--- src/rtl/fifo_pkg.sv ---
// Shared definitions for the single-clock FIFO family.
//   - FIFO_STD / FIFO_FWFT : read-mode selectors for the FWFT parameter
//   - clog2                : constant ceiling-log2 for parameter arithmetic
//   - *_ok functions       : parameter legality predicates, evaluated at
//                            elaboration by the FIFO tops
package fifo_pkg;

  localparam int FIFO_STD  = 0;
  localparam int FIFO_FWFT = 1;

  function automatic int clog2(input int value);
    int result;
    result = 0;
    while ((1 << result) < value) result++;
    return result;
  endfunction

  // Almost-full threshold must lie in 1..DEPTH.
  function automatic bit afull_thresh_ok(input int asize, input int thresh);
    return (thresh >= 1) && (thresh <= (1 << asize));
  endfunction

  // Almost-empty threshold must lie in 0..DEPTH-1.
  function automatic bit aempty_thresh_ok(input int asize, input int thresh);
    return (thresh >= 0) && (thresh <= (1 << asize) - 1);
  endfunction

  function automatic bit fwft_mode_ok(input int mode);
    return (mode == FIFO_STD) || (mode == FIFO_FWFT);
  endfunction

endpackage

--- src/rtl/fifomemory.sv ---
// Dual-port FIFO storage: synchronous write, combinational read.
// Ports:
//   wclk   - write clock
//   wclken - write enable (already qualified by the caller)
//   waddr  - write address
//   raddr  - read address
//   wdata  - write data
//   rdata  - read data, combinational from raddr
module fifomemory #(
  parameter int DSIZE = 8,
  parameter int ASIZE = 4
) (
  input  logic             wclk,
  input  logic             wclken,
  input  logic [ASIZE-1:0] waddr,
  input  logic [ASIZE-1:0] raddr,
  input  logic [DSIZE-1:0] wdata,
  output logic [DSIZE-1:0] rdata
);

  localparam int DEPTH = 1 << ASIZE;

  logic [DSIZE-1:0] mem [DEPTH];

  assign rdata = mem[raddr];

  // NOTE: storage array has no reset; the pointers alone decide which
  // words are valid, and leaving it unreset lets it map onto RAM.
  always_ff @(posedge wclk) begin
    if (wclken) mem[waddr] <= wdata;
  end

endmodule

--- src/rtl/sync_fifo_level.sv ---
// Single-clock FIFO with exact fill level, almost-full/almost-empty
// thresholds, selectable standard or first-word-fall-through read, and
// sticky overflow/underflow flags.
// Ports:
//   clk, rst       - clock; asynchronous active-high reset
//   wdata, winc    - write data and write request
//   rinc           - read request (FWFT: pop head word)
//   err_clr        - clears overflow and underflow
//   rdata          - read data (registered, or head word in FWFT)
//   wfull, rempty  - level == DEPTH / level == 0
//   walmost_full   - level >= AFULL_THRESH
//   ralmost_empty  - level <= AEMPTY_THRESH
//   level          - stored word count, 0..DEPTH
//   overflow       - sticky: a write was rejected
//   underflow      - sticky: a read was rejected
module sync_fifo_level
  import fifo_pkg::*;
#(
  parameter int DSIZE         = 8,
  parameter int ASIZE         = 4,
  parameter int AFULL_THRESH  = 12,
  parameter int AEMPTY_THRESH = 4,
  parameter int FWFT          = 0
) (
  input  logic             clk,
  input  logic             rst,
  input  logic [DSIZE-1:0] wdata,
  input  logic             winc,
  input  logic             rinc,
  input  logic             err_clr,
  output logic [DSIZE-1:0] rdata,
  output logic             wfull,
  output logic             rempty,
  output logic             walmost_full,
  output logic             ralmost_empty,
  output logic [ASIZE:0]   level,
  output logic             overflow,
  output logic             underflow
);

  localparam int DEPTH = 1 << ASIZE;
  localparam logic [ASIZE:0] DEPTH_L  = (ASIZE+1)'(DEPTH);
  localparam logic [ASIZE:0] AFULL_L  = (ASIZE+1)'(AFULL_THRESH);
  localparam logic [ASIZE:0] AEMPTY_L = (ASIZE+1)'(AEMPTY_THRESH);

  if (clog2(DEPTH) != ASIZE || ASIZE < 1) begin : g_bad_asize
    $error("sync_fifo_level: ASIZE must be at least 1");
  end
  if (!afull_thresh_ok(ASIZE, AFULL_THRESH)) begin : g_bad_afull
    $error("sync_fifo_level: AFULL_THRESH outside 1..DEPTH");
  end
  if (!aempty_thresh_ok(ASIZE, AEMPTY_THRESH)) begin : g_bad_aempty
    $error("sync_fifo_level: AEMPTY_THRESH outside 0..DEPTH-1");
  end
  if (!fwft_mode_ok(FWFT)) begin : g_bad_fwft
    $error("sync_fifo_level: FWFT must be FIFO_STD or FIFO_FWFT");
  end

  // Extra MSB on each pointer separates full (MSBs differ) from empty.
  logic [ASIZE:0]   wptr;
  logic [ASIZE:0]   rptr;
  logic [DSIZE-1:0] mem_rdata;
  logic             wacc;
  logic             racc;

  // Modulo subtraction stays correct across pointer wrap.
  assign level         = wptr - rptr;
  assign wfull         = (level == DEPTH_L);
  assign rempty        = (level == '0);
  assign walmost_full  = (level >= AFULL_L);
  assign ralmost_empty = (level <= AEMPTY_L);

  // Acceptance uses the flags as registered at the start of the cycle, so a
  // simultaneous read never frees space for the write (full) and a
  // simultaneous write never feeds the read (empty).
  assign wacc = winc && !wfull;
  assign racc = rinc && !rempty;

  // NOTE: state registers use non-blocking assignment so every flop samples
  // the pre-edge values of the others.
  always_ff @(posedge clk or posedge rst) begin
    if (rst) begin
      wptr <= '0;
      rptr <= '0;
    end else begin
      if (wacc) wptr <= wptr + 1'b1;
      if (racc) rptr <= rptr + 1'b1;
    end
  end

  // A new error in the same cycle as err_clr takes priority over the clear.
  always_ff @(posedge clk or posedge rst) begin
    if (rst) begin
      overflow  <= 1'b0;
      underflow <= 1'b0;
    end else begin
      overflow  <= (winc && wfull)  || (overflow  && !err_clr);
      underflow <= (rinc && rempty) || (underflow && !err_clr);
    end
  end

  fifomemory #(
    .DSIZE (DSIZE),
    .ASIZE (ASIZE)
  ) u_mem (
    .wclk   (clk),
    .wclken (wacc),
    .waddr  (wptr[ASIZE-1:0]),
    .raddr  (rptr[ASIZE-1:0]),
    .wdata  (wdata),
    .rdata  (mem_rdata)
  );

  if (FWFT == FIFO_FWFT) begin : g_fwft
    // Head word is always presented; meaningless while rempty is high.
    assign rdata = mem_rdata;
  end else begin : g_std
    logic [DSIZE-1:0] rdata_q;

    always_ff @(posedge clk or posedge rst) begin
      if (rst)       rdata_q <= '0;
      else if (racc) rdata_q <= mem_rdata;
    end

    assign rdata = rdata_q;
  end

endmodule

--- config.mk ---
export PLATFORM = sky130hd
export DESIGN_NAME = sync_fifo_level
export DESIGN_NICKNAME = d
export VERILOG_FILES = /design/src/rtl/fifo_pkg.sv /design/src/rtl/fifomemory.sv /design/src/rtl/sync_fifo_level.sv
export SDC_FILE = /design/constraint.sdc
export NUM_CORES = 1
export LEC_CHECK = 0
export ABC_CLOCK_PERIOD_IN_PS = 4400
export CORE_UTILIZATION = 59
export CTS_CLUSTER_SIZE = 8
export DETAILED_ROUTE_END_ITERATION = 10
export PLACE_DENSITY = 0.8
export SYNTH_ARGS = -nofsm -noshare
export SYNTH_HDL_FRONTEND = slang
export SYNTH_SLANG_ARGS = --single-unit
--- constraint.sdc ---
create_clock -name clk -period 4.4 [get_ports clk]
set_input_delay 0.66 -clock clk [delete_from_list [all_inputs] [get_ports clk]]
set_output_delay 0.66 -clock clk [all_outputs]
set_load 0.05 [all_outputs]
* Yosys cells after proc, flatten, opt, wreduce, memory -nomap -nowiden
Memory sizes are Yosys's and may differ from the RTL's. A register that Yosys moved wholly into a read port is not among the register bits. Cells that the tools add are included. W data, S select, Z words.
Cells by class: add/subtract/negate cells 3, multiply operators 0, div/mod/pow operators 0, order comparisons 2, equality and inequality tests 1, shifts and indexed selects 0, muxes and demuxes 2, bitwise operators 0, reductions and logical operators 12
Operators with widths (count):
- $add A5 B1 Y5 const B | 2
- $logic_and A1 B1 Y1 | 6
- $eq A5 B5 Y1 const B | 1
- $ge A5 B4 Y1 const B | 1
- $le A5 B3 Y1 const B | 1
- $logic_not A5 Y1 | 1
- $sub A5 B5 Y5 | 1
- $logic_not A1 Y1 | 3
- $logic_or A1 B1 Y1 | 2
- $mux W1 | 2
Word-level totals: register bits 12, bits in latches 0, RAM bits 128, ROM bits 0, bits of input ports 13, logic and storage cells 25, memories kept 1
Memories:
- u_mem.mem | depth 16, bits a word 8, read ports 1, clocked after memory_dff 1, wr ports 1, line fifomemory.sv:23 | logic [DSIZE-1:0] mem [DEPTH];

* Longest topological paths before layout
depth in word-level cells 6, mapped depth 9, gate-level depth less buffers 9

* Modules after synthesis
A second synthesis with hierarchy kept.
Second synthesis, totals: cells, all modules 313, area total of the unflattened synthesis 6045.8 sq um
Modules (own cells, without submodules):
- fifomemory | instances 1, cells an instance 221, area each 4987.3 sq um, sequential area each 3843.7 sq um
- sync_fifo_level | instances 1, cells an instance 92, area each 1058.5 sq um, sequential area each 500.5 sq um

* Least setup slack after synthesis
OpenSTA, ideal clock, no wires.
path type register to register, start point reg rptr[2], end point mem u_mem.mem[0][0] (enable), setup time 0.383 ns, data arrival time 3.556 ns, slack 0.461 ns, stages on the path, launching flop included 10, path through dfrtp_1 clkbuf_1 inv_1 ha_1 xnor2_1 nor3b_1 mux2i_1 buf_2 o211ai_1 nor3_1
Between the ends: word-level cells in the longest chain between the ends 6
Ends and longest elaborated chain:
- start: declaration | line sync_fifo_level.sv:61 | logic [ASIZE:0] rptr;
- start signal: assignment | line sync_fifo_level.sv:87 | if (racc) rptr <= rptr + 1'b1;
- $sub A5 B5 Y5 | line sync_fifo_level.sv:67 | assign level = wptr - rptr;
- net level[2] | line sync_fifo_level.sv:36 | output logic [ASIZE:0] level,
- $eq A5 B5 Y1 | line sync_fifo_level.sv:68 | assign wfull = (level == DEPTH_L);
- $logic_not A1 Y1 | line sync_fifo_level.sv:76 | assign wacc = winc && !wfull;
- $logic_and A1 B1 Y1 | line sync_fifo_level.sv:76
- $mux W1 | line fifomemory.sv:30 | if (wclken) mem[waddr] <= wdata;
- $mux W1 (implied by the code) | line fifomemory.sv:30
- end: declaration | line fifomemory.sv:23
The timed path passes the listed nets, and every way through them passes these cells.

* Worst setup path after layout
start point reg wptr[0], end point out walmost_full
Between the ends: word-level cells in the longest chain between the ends 2
Ends and longest elaborated chain:
- start: declaration | line sync_fifo_level.sv:60 | logic [ASIZE:0] wptr;
- start signal: assignment | line sync_fifo_level.sv:86 | if (wacc) wptr <= wptr + 1'b1;
- $sub A5 B5 Y5 | line sync_fifo_level.sv:67
- $ge A5 B4 Y1 | line sync_fifo_level.sv:70 | assign walmost_full = (level >= AFULL_L);
- end: declaration | line sync_fifo_level.sv:34 | output logic walmost_full,
Every way passes these cells.

==> qor.yml <==
status:
  status: "finished clean"
synth:
  synth_top_area_cell: "edfxtp_1"
  async_flop_share: 0.1351
  synth-edff-count: 128
  synth_area_leaders: "edfxtp_1 65%, mux4_2 12%, dfrtp_1 8.4%, ha_1 1.9%, mux2_2 1.9%"
  yosysTopAreaCellShare: 0.6454
  yosys_warnings: 0
  syn_area_sq_mm: 0.005956
  syn-num-nets: 339
  ys_ff_latch: 148
  synth_top_family_by_area: "multiplexers"
  synth.yosys.seq_area_share: 0.7294
  synth_xor_area_frac: 0.01891
  syn-mean-instance-area_sq_um: 18.85
  synth-compound-area-share: 0.03739
  ys.flop_type: "edfxtp_1"
  synthSimpleGateAreaFrac: 0.03487
  synth_adder_area_share: 0.02227
  synthCells: 316
  synth_cell_types: 30
  synth.area.mux_share: 0.1416
sta:
  slew_headroom: 0.3520
  tns_ps: 0
  final.period_utilization: 0.9309
  hold_viol_final: 0
  worst_pin_slew_ps: 968.4
  post-route-min-period_ps: 4096
  finalMaxSlewViolations: 0
  fin_worst_skew_ps: 7.335
  finalSetupViolations: 0
  fmaxAchievable_mhz: 244.2
  grt_setup_unrepaired: "no"
cells_and_area:
  diodes: 0
  final-seq-area_sq_mm: 0.004345
  area_growth_pct: 19.31
  drive_gt1_frac: 0.2287
  fill_cells: 579
  fin_nets: 386
  multi_input_area_sq_mm: 0.001523
setup_path:
  crit_buf_inv: 3
  crit_path_start_kind: "flop"
  rrSetupSlack_ps: 880
  crit_cells: 9
  max_stage_delay_ps: 690
  end_kind: "primary output"
  cp_max_fo: 9
  r2r-start: "wptr[0]"
  crit_start: "wptr[0]"
  path_delay_family: "buffers and inverters"
  path_cells: "inv_1 > ha_1 > fa_1 > nand2b_1 > a21oi_1 > xor2_2 > inv_2 > a21o_2 > clkdlybuf4s50_1"
  arrival_ps: 3440
  cp_slowest_cell: "clkdlybuf4s50_1"
  required_ps: 3740
  rr_endpoint: "u_mem.mem[10][0]"
  worstSetupPathType: "flop to primary output"
  cp-endpoint: "walmost_full"
  ff2ff_path_depth: 8
global_routing:
  grt_first_pass_wirelength_um: 18370
  grt_pass1_vias: 3207
  grt_max_degree: 36
  globalRouteOverflowTotal: 0
  antenna_found_initial: 0
  grt_use_total: 0.2626
placement:
  dp_hpwl_um: 7156
  portBuffers: 31
  routabilityCongestion: 0.8731
flow_run:
  drv_cap: 0
min_path:
  worstHoldPathType: "flop to flop"
floorplanning:
  row_count: 36
  die_h_um: 102.5
  core_sq_mm: 0.009774
  start_util: 0.6093
  dieArea_sq_mm: 0.01050
  die_x_um: 102.5
  io_pins: 32
clocking:
  htreeDepth: 4
  clock-sinks: 148
  cts_buffers: 17
  clock_latency_ps: 520
  ctsHoldBuffers: 0
  post_cts_buffers: 0
  path_clk_slew_ps: 60
  cts_buffer_depth: 2
  cts_root_buffer: "clkbuf_8"
  cts_tree: "built"
detailed_routing:
  maxUsedRoutingLayer: "met4"
  wl_met3_um: 955
  vias: 3165
  dr_wl_met2_um: 6366
  drt_iter0_markers: 311
  drc: 0
  finalWirelength_um: 12400
  routedWlPerCell_um: 24.36
  wl_met1_um: 4631
  drtPass1Iterations: 5
  via_per_inst: 6.218
  ant_nets: 0
-- placed cells by master, fill, tap and decap left out, types with 3 or more instances in the layout --
master / synthesis / final
edfxtp_1: 128 / 128
mux4_2: 32 / 32
clkdlybuf4s50_1: 0 / 29
nor2_1: 26 / 26
dfrtp_1: 20 / 19
o22ai_1: 16 / 16
clkbuf_16: 0 / 16
inv_1: 11 / 11
xnor2_1: 10 / 10
mux2_2: 10 / 10
ha_1: 9 / 9
nand2_1: 8 / 8
buf_4: 0 / 8
nor3_1: 6 / 6
o21ai_0: 5 / 5
clkbuf_8: 0 / 5
bufinv_16: 0 / 5
nand2b_1: 4 / 4
o211ai_1: 4 / 4
clkinv_2: 0 / 3
-- stage by stage --
step | util | setup WS, ps | instance area, sq um | std cells | hold slack (ps)
floorplan | - | 460.7 | 5956 | 316 | 465.2
global placement | 0.6595 | 804.1 | 6446 | 477 | 479.3
detailed placement | 0.6595 | 679.1 | 6446 | 477 | 493.4
CTS | 0.7261 | 124.1 | 7097 | 509 | 501.4
global route | 0.7270 | 87.57 | 7106 | 509 | 509.5
finish | 0.7270 | 304.2 | 7106 | 509 | 495.2
-- worst min-delay path by stage --
stage	from	endpoint	slack, ps	depth (start not counted)
floorplan	wptr[4]	wptr[4]	470	1
global placement	wptr[4]	wptr[4]	480	1
detailed placement	wptr[4]	wptr[4]	490	1
CTS	wptr[4]	wptr[4]	500	1
global route	wptr[4]	wptr[4]	510	1
finish	wptr[4]	wptr[4]	500	1
-- worst reg2reg max path, stage by stage (launching register included) --
cell      delay, ps
dfrtp_1         410
inv_1           110
ha_1            210
fa_1            400
xnor2_1         400
nor3b_1         130
mux2i_2         430
o211ai_1        280
nor2_1          770
-- synth_stat cells (2+ instances only) --
library cell    n
buf_2           5
o22ai_1        16
nor3_1          6
ha_1            9
nand2b_1        4
a21oi_1         2
o211ai_1        4
nand2_1         8
nor2_1         26
clkbuf_1        5
dfrtp_1        20
inv_1          11
mux2_2         10
o21ai_0         5
and4_1          2
a22o_1          2
xnor2_1        10
mux4_2         32
edfxtp_1      128
-- registers in the layout (all words and copies together), names as in the netlist --
register / cells
u_mem.mem: 128
rdata: 8
rptr: 5
wptr: 5
overflow: 1
underflow: 1
-- layer usage --
metal	track usage	vias up
li1	-	1355
met1	0.3364	1599
met2	0.4241	176
met3	0.06088	35
met4	0.1341	0
met5	0	-
-- logic make-up after synthesis --
kind of cell | count (synthesis)
DFF | 148
and+or+nand+nor | 47
muxes | 43
AOI/OAI and AO/OA | 33
buffers and inverters | 23
xor gates and xnor gates | 12
adders and majority gates | 10
-- what timing repair did --
item,CTS,global route
hold endpoints to repair,0,0
gates resized for setup,0,3
setup endpoints to repair,0,3
-- cell type report --
cell class,count,share of cell area
timing repair buffer,39,0.05283
inverter,12,0.006339
clock buffer,23,0.06709
sequential,148,0.6116
multi-input combinational,145,0.2143
clock inverter,9,0.02448
tap,133,0.02342
Power is not shown: default switching activity piles up to over one toggle a cycle in this logic, so the estimate is an artifact.
